$ cat config.mk
export PLATFORM = sky130hd
export DESIGN_NAME = zerosoc_uart_rx
export DESIGN_NICKNAME = d
export VERILOG_FILES = /design/src/rtl/zerosoc_uart_rx.sv
export SDC_FILE = /design/constraint.sdc
export NUM_CORES = 1
export LEC_CHECK = 0
export ABC_AREA = 1
export CAP_MARGIN = 25
export CORE_MARGIN = 2
export CORE_UTILIZATION = 42
export CTS_CLUSTER_DIAMETER = 40
export CTS_CLUSTER_SIZE = 16
export DETAILED_ROUTE_END_ITERATION = 7
export GPL_TIMING_DRIVEN = 0
export PLACE_DENSITY_LB_ADDON = 0.2
export SYNTH_ARGS = -nofsm -noshare
export SYNTH_HDL_FRONTEND = slang
export SYNTH_SLANG_ARGS = --single-unit
export TNS_END_PERCENT = 5
$ cat constraint.sdc
create_clock -name clk_i -period 2.41 [get_ports clk_i]
set_clock_uncertainty 0.2 [all_clocks]
set_input_delay 0.482 -clock clk_i [delete_from_list [all_inputs] [get_ports clk_i]]
set_output_delay 0.482 -clock clk_i [all_outputs]
set_load 0.02 [all_outputs]
$ cat src/rtl/zerosoc_uart_rx.sv
`default_nettype none
// ============================================================================
// zerosoc_uart_rx : 8N1 UART receiver, mid-bit sampling, small receive FIFO
// Revision: 1.0
// ============================================================================
module zerosoc_uart_rx #(
  parameter int ClksPerBit = 16,
  parameter int FifoDepth  = 4
) (
  input  logic       clk_i,
  input  logic       rst_i,
  input  logic       rx_i,
  output logic [7:0] rdata_o,
  output logic       rvalid_o,
  input  logic       rready_i,
  output logic       frame_err_o,
  output logic       overflow_o,
  output logic       busy_o
);

  localparam int CW = $clog2(ClksPerBit);
  localparam int AW = $clog2(FifoDepth);
  localparam logic [CW-1:0] CNT_HALF = CW'(ClksPerBit / 2 - 1);
  localparam logic [CW-1:0] CNT_LAST = CW'(ClksPerBit - 1);

  typedef enum logic [2:0] {
    ST_IDLE  = 3'd0,
    ST_START = 3'd1,
    ST_DATA  = 3'd2,
    ST_STOP  = 3'd3,
    ST_BREAK = 3'd4
  } state_e;

  state_e          state_q, state_d;
  logic [CW-1:0]   cnt_q, cnt_d;
  logic [2:0]      idx_q, idx_d;
  logic [7:0]      shreg_q, shreg_d;
  logic [1:0]      sync_q;
  logic            frame_err_q, frame_err_d;
  logic            overflow_q, overflow_d;
  logic            push_req;
  logic            rx_s;

  logic [AW:0]     wr_ptr_q, rd_ptr_q;
  logic [7:0]      mem_q [FifoDepth];
  logic            full, empty, pop, push_ok;

  // Line idles high, so the synchronizer resets to 1 to avoid a false start.
  always_ff @(posedge clk_i or posedge rst_i) begin
    if (rst_i) sync_q <= 2'b11;
    else       sync_q <= {sync_q[0], rx_i};
  end
  assign rx_s = sync_q[1];

  always_ff @(posedge clk_i or posedge rst_i) begin
    if (rst_i) begin
      state_q     <= ST_IDLE;
      cnt_q       <= '0;
      idx_q       <= '0;
      shreg_q     <= '0;
      frame_err_q <= 1'b0;
      overflow_q  <= 1'b0;
    end else begin
      state_q     <= state_d;
      cnt_q       <= cnt_d;
      idx_q       <= idx_d;
      shreg_q     <= shreg_d;
      frame_err_q <= frame_err_d;
      overflow_q  <= overflow_d;
    end
  end

  always_comb begin
    state_d     = state_q;
    cnt_d       = cnt_q;
    idx_d       = idx_q;
    shreg_d     = shreg_q;
    push_req    = 1'b0;
    frame_err_d = 1'b0;
    unique case (state_q)
      ST_IDLE: begin
        if (!rx_s) begin
          state_d = ST_START;
          cnt_d   = '0;
        end
      end
      ST_START: begin
        if (cnt_q == CNT_HALF) begin
          cnt_d   = '0;
          idx_d   = '0;
          state_d = rx_s ? ST_IDLE : ST_DATA;
        end else begin
          cnt_d = cnt_q + 1'b1;
        end
      end
      ST_DATA: begin
        if (cnt_q == CNT_LAST) begin
          shreg_d = {rx_s, shreg_q[7:1]};
          cnt_d   = '0;
          if (idx_q == 3'd7) state_d = ST_STOP;
          else               idx_d   = idx_q + 1'b1;
        end else begin
          cnt_d = cnt_q + 1'b1;
        end
      end
      ST_STOP: begin
        if (cnt_q == CNT_LAST) begin
          cnt_d = '0;
          if (rx_s) begin
            push_req = 1'b1;
            state_d  = ST_IDLE;
          end else begin
            frame_err_d = 1'b1;
            state_d     = ST_BREAK;
          end
        end else begin
          cnt_d = cnt_q + 1'b1;
        end
      end
      ST_BREAK: begin
        if (rx_s) state_d = ST_IDLE;
      end
      default: state_d = ST_IDLE;
    endcase
  end

  // A pop in the same cycle frees the slot, so a push while full still lands.
  assign empty      = (wr_ptr_q == rd_ptr_q);
  assign full       = (wr_ptr_q[AW] != rd_ptr_q[AW]) &&
                      (wr_ptr_q[AW-1:0] == rd_ptr_q[AW-1:0]);
  assign pop        = !empty && rready_i;
  assign push_ok    = push_req && (!full || pop);
  assign overflow_d = push_req && full && !pop;

  always_ff @(posedge clk_i or posedge rst_i) begin
    if (rst_i) begin
      wr_ptr_q <= '0;
      rd_ptr_q <= '0;
      for (int i = 0; i < FifoDepth; i++) mem_q[i] <= '0;
    end else begin
      if (push_ok) begin
        mem_q[wr_ptr_q[AW-1:0]] <= shreg_q;
        wr_ptr_q                <= wr_ptr_q + 1'b1;
      end
      if (pop) rd_ptr_q <= rd_ptr_q + 1'b1;
    end
  end

  assign rdata_o     = mem_q[rd_ptr_q[AW-1:0]];
  assign rvalid_o    = !empty;
  assign frame_err_o = frame_err_q;
  assign overflow_o  = overflow_q;
  assign busy_o      = (state_q != ST_IDLE);

endmodule
`default_nettype wire

-- Word-level counts from Yosys, hierarchy flattened
Index checks and enable logic that the tools add are counted.
- mux-type cells: 29
- bitwise operators: 2
- equality and inequality tests: 17
- reduce and logical (&&, ||, !) cells: 19
- $lt $le $gt $ge: 3
- add/subtract/negate cells: 4
- operators with widths (kind ; number):
    32-bit bitwise mux ; 1
    3-bit 2-to-1 mux ; 10
    8-bit 2-to-1 mux ; 3
    8-bit binary-select mux with 2-bit select ; 1
    8-bit demux with 2-bit select ; 1
    3-bit case mux with 5 select lines ; 1
    2-bit != test (second input constant) ; 7
    4-bit 2-to-1 mux ; 3
    4-bit case mux with 3 select lines ; 1
    3-bit by 1-bit adder with 3-bit output (second input constant) ; 3
    3-bit by 2-bit equality test with 1-bit output (second input constant) ; 2
    3-bit equality test (second input constant) ; 2
    3-bit greater-or-equal comparator (second input constant) ; 2
    1-bit logical AND ; 6
    1-bit 2-to-1 mux ; 6
    2-bit NOT with 3-bit output ; 2
    3-bit case mux with 2 select lines ; 1
    6-bit AND reduction ; 1
    3-bit nonzero test ; 2
    4-bit by 1-bit adder with 4-bit output (second input constant) ; 1
    4-bit by 3-bit equality test with 1-bit output (second input constant) ; 1
    4-bit equality test (second input constant) ; 1
    2-bit AND reduction ; 2
    4-bit AND reduction ; 1
    other kinds (11) ; 13
- flip-flop bits (word level): 60
- logic and storage cells: 87
- output and inout bits: 12
- bits of input ports: 4

-- Logic depth before layout (Yosys ltp)
Gate-level depths: netlist of run 1.
- depth after elaboration: 6
- gate-level depth with buffers: 10
- gate-level depth less buffers: 8

-- Least setup slack after synthesis of run 1
No wires, ideal clock.
- path kind: register to output
- from: reg rd_ptr_q[0]
- to: out rdata_o[0]
- stages on the path, launching flop included: 6
- data required time: 1.728 ns
- slack: 0.401 ns
- arrival time: 1.327 ns
- path through: dfrtp_1 > buf_4 > inv_2 > clkbuf_1 > o21ai_0 > o22ai_1
- cells in the longest elaborated chain, start to end: 4
- ends and longest elaborated chain (element ; line ; source):
    start, declared ; 44 ; logic [AW:0] wr_ptr_q, rd_ptr_q;
    start signal, assigned ; 145 ; if (pop) rd_ptr_q <= rd_ptr_q + 1'b1;
    2-bit NOT with 3-bit output (implied by the code) ; 149 ; assign rdata_o = mem_q[rd_ptr_q[AW-1:0]];
    8-bit binary-select mux with 2-bit select ; 149 ;
    8-bit 2-to-1 mux (implied by the code) (2 in a row) ; 149 ;
    end, declared ; 13 ; output logic [7:0] rdata_o,
No other way between the ends. The select of a mux whose other input is x is not followed.

-- Worst setup path in the final report of run 1
- from: reg rd_ptr_q[1]
- to: out rvalid_o
- cells in the longest elaborated chain, start to end: 2
- ends and longest elaborated chain (element ; line ; source):
    3-bit equality test ; 128 ; assign empty = (wr_ptr_q == rd_ptr_q);
    1-bit zero test ; 150 ; assign rvalid_o = !empty;
    end, declared ; 14 ; output logic rvalid_o,
No other way between the ends.

==> impl_summary.txt, run 1 <==
----------------------------------------------------
[Die]
  I/O pin count ... 16
  Initial Utilization ... 0.433
  Area of the die ... 7680 um^2
  Die Span Y ... 87.7 um
  Site Rows ... 30
  Floorplan Core Area ... 6790 um^2
  Width of the die ... 87.7 um

[Cells and area]
  Nets@finish ... 392
  Area grow syn2layout ... 14.7%
  Area used by sequential logic in the layout ... 1500 um^2
  Summed area of non-filler cells in the final layout ... 3370 um^2
  Util after Layout ... 0.496
  Layout cells sized above 1 ... 0.119
  Layout fillers ... 675
  Footprint of the multi-input gates ... 1250 um^2
  N_diodes ... 0
  Layout Cells excl Fill ... 481

[Timing]
  Pin slew with the least headroom to its limit ... 619 ps
  Max transition margin ... 0.587
  Final critical-path required period ... 2330 ps
  Final Hold Vio Count ... 0
  Max Slew Vio Count ... 0
  Worst hold-check slack ... 156 ps
  Number of endpoints failing setup at the final stage ... 0
  Fmax ... 0.429 GHz
  Final worst path period share ... 0.966
  Setup repair after global routing missed its margin ... true

[Drt]
  TritonRoute pass-1 iters ... 4
  Count of nets left with antenna violations after detail routing ... 0
  Post-DR wirelength/cell ... 14.5 um
  Number of remaining DRC errors ... 0
  Routed WL ... 6.99 mm
  Via total after detailed routing ... 2,444
  Number of violations reported at the end of detailed-routing iteration 0 ... 121
  Number of vias per cell after detailed routing ... 5.08

[Synth]
  Area share of the largest cell type after synthesis ... 0.494
  Share of synthesized cell area in full adder, half adder and majority cells ... 0.0341
  Most area-hungry cell type in the Yosys netlist ... sky130_fd_sc_hd__dfrtp_1
  Distinct cells, synth ... 25
  Simple-gate share of the synthesized area ... 0.308
  Leading cell types by total area after synthesis ... sky130_fd_sc_hd__dfrtp_1 49%, sky130_fd_sc_hd__nand2_1 14%, sky130_fd_sc_hd__nand4_1 7.9%, sky130_fd_sc_hd__o21ai_0 4.4%, sky130_fd_sc_hd__nor2_1 4.2%
  Number of warnings issued by yosys ... 0
  Synthesized instance count ... 353
  Synth Area in XOR/XNOR ... 0.00596
  Post-synthesis cell area ... 2940 um^2
  Largest family of logic cells by synthesized area ... simple AND/OR/NAND/NOR gates
  Post-synthesis compound-gate area fraction ... 0.0771
  Fraction of synthesized area in multiplexers ... 0
  Net count after synthesis ... 365
  Average cell area after synthesis ... 8.33 um^2
  Number of synthesized register bits ... 60
  Part of the Yosys area used for sequential elements ... 0.512

[Power and ir drop]
  Switching power as a share of total power ... 0.391
  Comb power frac ... 0.380
  VDD IR max ... 0.000426 V
  Sequential share of power ... 0.373
  Internal power component ... 1.90 mW
  PD cells ... 927 nW/um^2
  Net switching power ... 1.22 mW
  Clock share of power ... 0.247
  Static Leak ... 1.73 nW

[Worst setup path]
  Data arrival time at the worst-slack endpoint ... 1650 ps
  Crit end category ... output port
  Maximum fanout count along the critical path ... 9
  Path type of the worst setup path ... flip-flop to output port
  Data required time of the critical path ... 1730 ps
  Sort of element at the start of the critical path ... flip-flop

[Place]
  Final weighted congestion in routability-driven placement ... 0.802
  Placed standard-cell area ... 3230 um^2
  DPL Wire Length ... 4.85 mm
  Port-buffer cells ... 15
  Number of cells after detailed placement ... 465

[Global routing]
  Number of global-route vias before repair ... 2,490
  Initial antenna violation count ... 0
  GRT Overall Usage ... 0.206
  Largest net degree at the start of global routing ... 33
  Leftover overflow at the end of global routing ... 0
  Global-route wire length before repair ... 12.0 mm

[Clock tree]
  Buffers inserted during post-CTS setup optimization ... 0
  CTS clock-pin slew for the worst setup and hold paths ... 60 ps
  # H-tree levels ... 3
  TritonCTS clock tree ... done
  Longest Clk Path Bufs ... 2
  Cells resized by post-CTS repair ... 32
  Clk sink count ... 60
  Clk Latency, worst-skew pair ... 330 ps
  Clock Root Buffer ... sky130_fd_sc_hd__clkbuf_8
  Total CTS buffers ... 9
  Hold Buf Count CTS ... 0

[Worst hold path]
  Hold crit path type ... flip-flop to flip-flop

[Run status]
  Run status ... complete, no violations

[Run]
  Count of maximum capacitance violations ... 0

----------------------------------------------------
-- routing by layer --
layer | up-vias | share of wire | global-route usage
met5 | - | 0 | 0
met1 | 1143 | 0.48 | 0.279
li1 | 1245 | - | -
met4 | 0 | 0.015 | 0.0727
met3 | 11 | 0.039 | 0.0556
met2 | 45 | 0.47 | 0.320
-- worst paths after layout --
| kind | from | to | slack, ps | depth (start not counted) |
|---|---|---|---|---|
| worst max-delay path | rd_ptr_q[1] | rvalid_o | 80 | 6 |
| worst min-delay path | sync_q[0] | sync_q[1] | 160 | 0 |
| worst max register to register | wr_ptr_q[0] | mem_q[29] | 310 | 6 |
| worst min register to register | sync_q[0] | sync_q[1] | 160 | 0 |
| max in group asynchronous | rst_i | mem_q[14] | 1070 | 3 |
| min in group asynchronous | rst_i | rd_ptr_q[2] | 350 | 2 |
-- power groups by stage --
stage	Clock (mW)	Combinational, mW	Sequential, mW
after CTS	0.793	1.23	1.17
after global placement	0	1.23	1.18
final	0.773	1.19	1.17
after global routing	0.837	1.34	1.18
after detailed placement	0	1.25	1.18
after floorplan	0	0.834	1.16
-- Yosys cell counts --
library cell	instances
sky130_fd_sc_hd__nand2_1	112
sky130_fd_sc_hd__dfrtp_1	58
sky130_fd_sc_hd__nand4_1	37
sky130_fd_sc_hd__nor2_1	33
sky130_fd_sc_hd__o21ai_0	26
sky130_fd_sc_hd__nand3_1	16
sky130_fd_sc_hd__inv_1	15
sky130_fd_sc_hd__o22ai_1	9
sky130_fd_sc_hd__ha_1	8
sky130_fd_sc_hd__a21oi_1	7
sky130_fd_sc_hd__clkbuf_1	6
sky130_fd_sc_hd__buf_6	5
sky130_fd_sc_hd__buf_2	3
sky130_fd_sc_hd__buf_4	3
sky130_fd_sc_hd__dfstp_2	2
sky130_fd_sc_hd__inv_2	2
sky130_fd_sc_hd__nor2_2	2
sky130_fd_sc_hd__nor3_1	2
sky130_fd_sc_hd__clkbuf_2	1
sky130_fd_sc_hd__nand2_2	1
sky130_fd_sc_hd__nand3_2	1
sky130_fd_sc_hd__nor2_4	1
sky130_fd_sc_hd__o21ai_1	1
sky130_fd_sc_hd__xnor2_1	1
sky130_fd_sc_hd__xor2_1	1
-- layout make-up --
cell class / count / share of cell area
buffer: 18 / 0.0401
timing repair buffer: 16 / 0.0390
inverter: 17 / 0.0197
clock buffer: 14 / 0.0453
sequential: 60 / 0.446
multi-input combinational: 258 / 0.371
tap: 96 / 0.0356
clock inverter: 2 / 0.00297
-- flip-flops by register name, summed over array words and instances, names as in the netlist --
signal	count
frame_err_o	1
shreg_q	8
cnt_q	4
idx_q	3
rd_ptr_q	3
sync_q	2
mem_q	32
state_q	3
wr_ptr_q	3
overflow_o	1
-- logic make-up after synthesis --
family,Yosys count
buffers and inverters,35
xor gates and xnor gates,2
AOI/OAI and AO/OA,43
DFF,60
adders and majority gates,8
and+or+nand+nor,205
-- stage by stage --
step	power (mW)	setup slack, ps	TNS (ps)
5_1_grt	3.36	-12.9	-12.9
3_5_place_dp	2.44	-362	-2550
6_report	3.13	81.7	0
4_1_cts	3.19	-44.8	-44.8
2_1_floorplan	2.00	247	0
3_3_place_gp	2.41	-905	-55580
-- worst max-delay path, cell delays in order (launching register included) --
cell	delay, ps
sky130_fd_sc_hd__dfrtp_1	390
sky130_fd_sc_hd__inv_1	250
sky130_fd_sc_hd__nand2_1	90
sky130_fd_sc_hd__nand2_1	80
sky130_fd_sc_hd__nor2_2	50
sky130_fd_sc_hd__nand2_1	100
sky130_fd_sc_hd__dlygate4sd2_1	340
-- cells in the final DEF (no fill, tap or decap), types with 2 or more instances in the layout --
| cell type | n |
|---|---|
| sky130_fd_sc_hd__nand2_1 | 112 |
| sky130_fd_sc_hd__dfrtp_1 | 58 |
| sky130_fd_sc_hd__nand4_1 | 37 |
| sky130_fd_sc_hd__nor2_1 | 32 |
| sky130_fd_sc_hd__o21ai_0 | 26 |
| sky130_fd_sc_hd__nand3_1 | 16 |
| sky130_fd_sc_hd__inv_1 | 14 |
| sky130_fd_sc_hd__clkbuf_8 | 11 |
| sky130_fd_sc_hd__buf_2 | 10 |
| sky130_fd_sc_hd__o22ai_1 | 9 |
| sky130_fd_sc_hd__clkbuf_1 | 8 |
| sky130_fd_sc_hd__ha_1 | 8 |
| sky130_fd_sc_hd__a21oi_1 | 7 |
| sky130_fd_sc_hd__clkdlybuf4s50_1 | 6 |
| sky130_fd_sc_hd__buf_6 | 5 |
| sky130_fd_sc_hd__buf_4 | 4 |
| sky130_fd_sc_hd__nor2_2 | 3 |
| sky130_fd_sc_hd__inv_2 | 2 |
| sky130_fd_sc_hd__nor3_1 | 2 |
| sky130_fd_sc_hd__clkinv_2 | 2 |
| sky130_fd_sc_hd__dfstp_2 | 2 |
No activity file was read; power rests on OpenSTA's default activity.
==> inputs of run 2 (changes only) <==
GPL_ROUTABILITY_DRIVEN = 0   (was unset)
GPL_TIMING_DRIVEN = unset   (was 0)
==> impl_summary.txt, run 2 (synthesis results as in run 1) <==
----------------------------------------------------
[Worst setup path]
  Worst reg2reg path depth ... 6
  Crit end category ... output port
  Data arrival time at the worst-slack endpoint ... 1660 ps
  Maximum fanout count along the critical path ... 9
  Path type of the worst setup path ... flip-flop to output port
  Sort of element at the start of the critical path ... flip-flop
  Startpoint of the worst-slack reg-to-reg timing path ... cnt_q[0]
  Worst reg-to-reg setup slack ... 290 ps
  Critical R2R Capture ... mem_q[30]
  Data required time of the critical path ... 1730 ps

[Die]
  I/O pin count ... 16
  Die Span Y ... 87.7 um
  Width of the die ... 87.7 um
  Area of the die ... 7680 um^2
  Initial Utilization ... 0.433
  Site Rows ... 30
  Floorplan Core Area ... 6790 um^2

[Worst hold path]
  Source of the worst hold timing path ... sync_q[0]
  Worst-case hold path end point ... sync_q[1]
  Hold Crit Depth ... 0
  Hold crit path type ... flip-flop to flip-flop

[Place]
  Port-buffer cells ... 15
  Number of cells after detailed placement ... 457
  DPL Wire Length ... 4.43 mm

[Cells and area]
  Layout cells sized above 1 ... 0.101
  Area grow syn2layout ... 13.8%
  Nets@finish ... 384
  Register name with the most flops ... mem_q
  Layout Cells excl Fill ... 473
  N_diodes ... 0
  Most common library cell in the layout ignoring fill and taps ... sky130_fd_sc_hd__nand2_1
  Leading cell types in the layout, fill and taps excluded ... 112 x sky130_fd_sc_hd__nand2_1, 58 x sky130_fd_sc_hd__dfrtp_1, 37 x sky130_fd_sc_hd__nand4_1
  Number of flip-flops in the largest register ... 32
  Largest registers ... mem_q (32), shreg_q (8), cnt_q (4)

[Drt]
  TritonRoute pass-1 iters ... 4
  Number of vias per cell after detailed routing ... 5.12
  Routed WL ... 6.64 mm
  Post-DR wirelength/cell ... 14.0 um
  Via total after detailed routing ... 2,424
  Number of violations reported at the end of detailed-routing iteration 0 ... 137
  Number of remaining DRC errors ... 0
  Count of nets left with antenna violations after detail routing ... 0

[Clock tree]
  Clock Root Buffer ... sky130_fd_sc_hd__clkbuf_8
  CTS clock-pin slew for the worst setup and hold paths ... 70 ps
  TritonCTS clock tree ... done
  # H-tree levels ... 3
  Hold Buf Count CTS ... 0
  Longest Clk Path Bufs ... 2
  Total CTS buffers ... 9
  Clk sink count ... 60
  Clk Latency, worst-skew pair ... 330 ps

[Power and ir drop]
  PD cells ... 927 nW/um^2
  Static Leak ... 1.72 nW
  VDD IR max ... 0.000476 V
  Overall power consumption ... 3.10 mW

[Timing]
  Max transition margin ... 0.693
  Max Slew Vio Count ... 0
  Fmax ... 0.426 GHz
  Final critical-path required period ... 2340 ps
  Setup repair after global routing missed its margin ... false
  Number of endpoints failing setup at the final stage ... 0
  Total Neg Setup Slack ... 0 ps
  Pin slew with the least headroom to its limit ... 460 ps
  Final worst path period share ... 0.973
  Final Hold Vio Count ... 0

[Run status]
  Run status ... complete, no violations

[Global routing]
  Initial antenna violation count ... 0
  Largest net degree at the start of global routing ... 61
  Leftover overflow at the end of global routing ... 0
  Global-route wire length before repair ... 11.2 mm
  Number of global-route vias before repair ... 2,260
  GRT Overall Usage ... 0.191

[Run]
  Count of maximum capacitance violations ... 0

----------------------------------------------------
## run 2: changes by cell type in the layout (fill, tap and decap cells not counted), sizes merged
cell,change
clkbuf,-10
buf,-9
dlygate4sd2,+8
clkinv,+2
clkinvlp,+1
## run 2: worst max-delay path, cell delays in order (launching register included)
cell	delay [ps]
sky130_fd_sc_hd__dfrtp_1	420
sky130_fd_sc_hd__buf_4	190
sky130_fd_sc_hd__o21ai_0	270
sky130_fd_sc_hd__o22ai_1	130
sky130_fd_sc_hd__dlygate4sd2_1	330
## run 2: report_power, final
part           switching (mW)  internal, mW
Sequential             0.0981          1.09
Combinational           0.727         0.404
Clock                   0.390         0.394
## run 2: metal layers
metal	share of wire	vias to the layer above	GRT usage
li1	-	1230	-
met1	0.48	1144	0.270
met2	0.47	46	0.293
met3	0.047	4	0.0424
met4	0.0069	0	0.0629
met5	0	-	0
## run 2: timing repair
item,CTS,global route
setup buffers,0,0
endpoints found under the setup margin,9,1
endpoints found under the hold margin,0,0
gates resized for setup,11,1
## run 2: layout make-up
class	instances	area, um^2
flip-flops and latches	60	1500
repair buffers	26	234
multi-input cells	258	1250
inverters	17	66.3
fillers	667	3450
clock buffers	11	141
well taps	96	120
clock inverters	5	27.5
## run 2: worst max path at each step
stage	startpoint	end	slack, ps	cells after the start
final	rd_ptr_q[0]	rdata_o[7]	70	4
after global routing	rd_ptr_q[0]	rdata_o[7]	10	4
after CTS	state_q[1]	busy_o	30	3
after detailed placement	rd_ptr_q[0]	rdata_o[6]	130	4
after global placement	rd_ptr_q[0]	rdata_o[4]	120	4
after floorplan	rst_i	cnt_q[0]	250	1
## run 2: per-stage QoR
stage | setup WS, ps | instance area, um^2 | hold slack, ps | utilization
after floorplan | 247 | 2940 | 145 | -
after global routing | 11.6 | 3350 | 166 | 0.492
after CTS | 31.3 | 3340 | 157 | 0.492
after detailed placement | 134 | 3180 | 147 | 0.469
after global placement | 123 | 3180 | 146 | 0.469
final | 65.1 | 3350 | 156 | 0.492
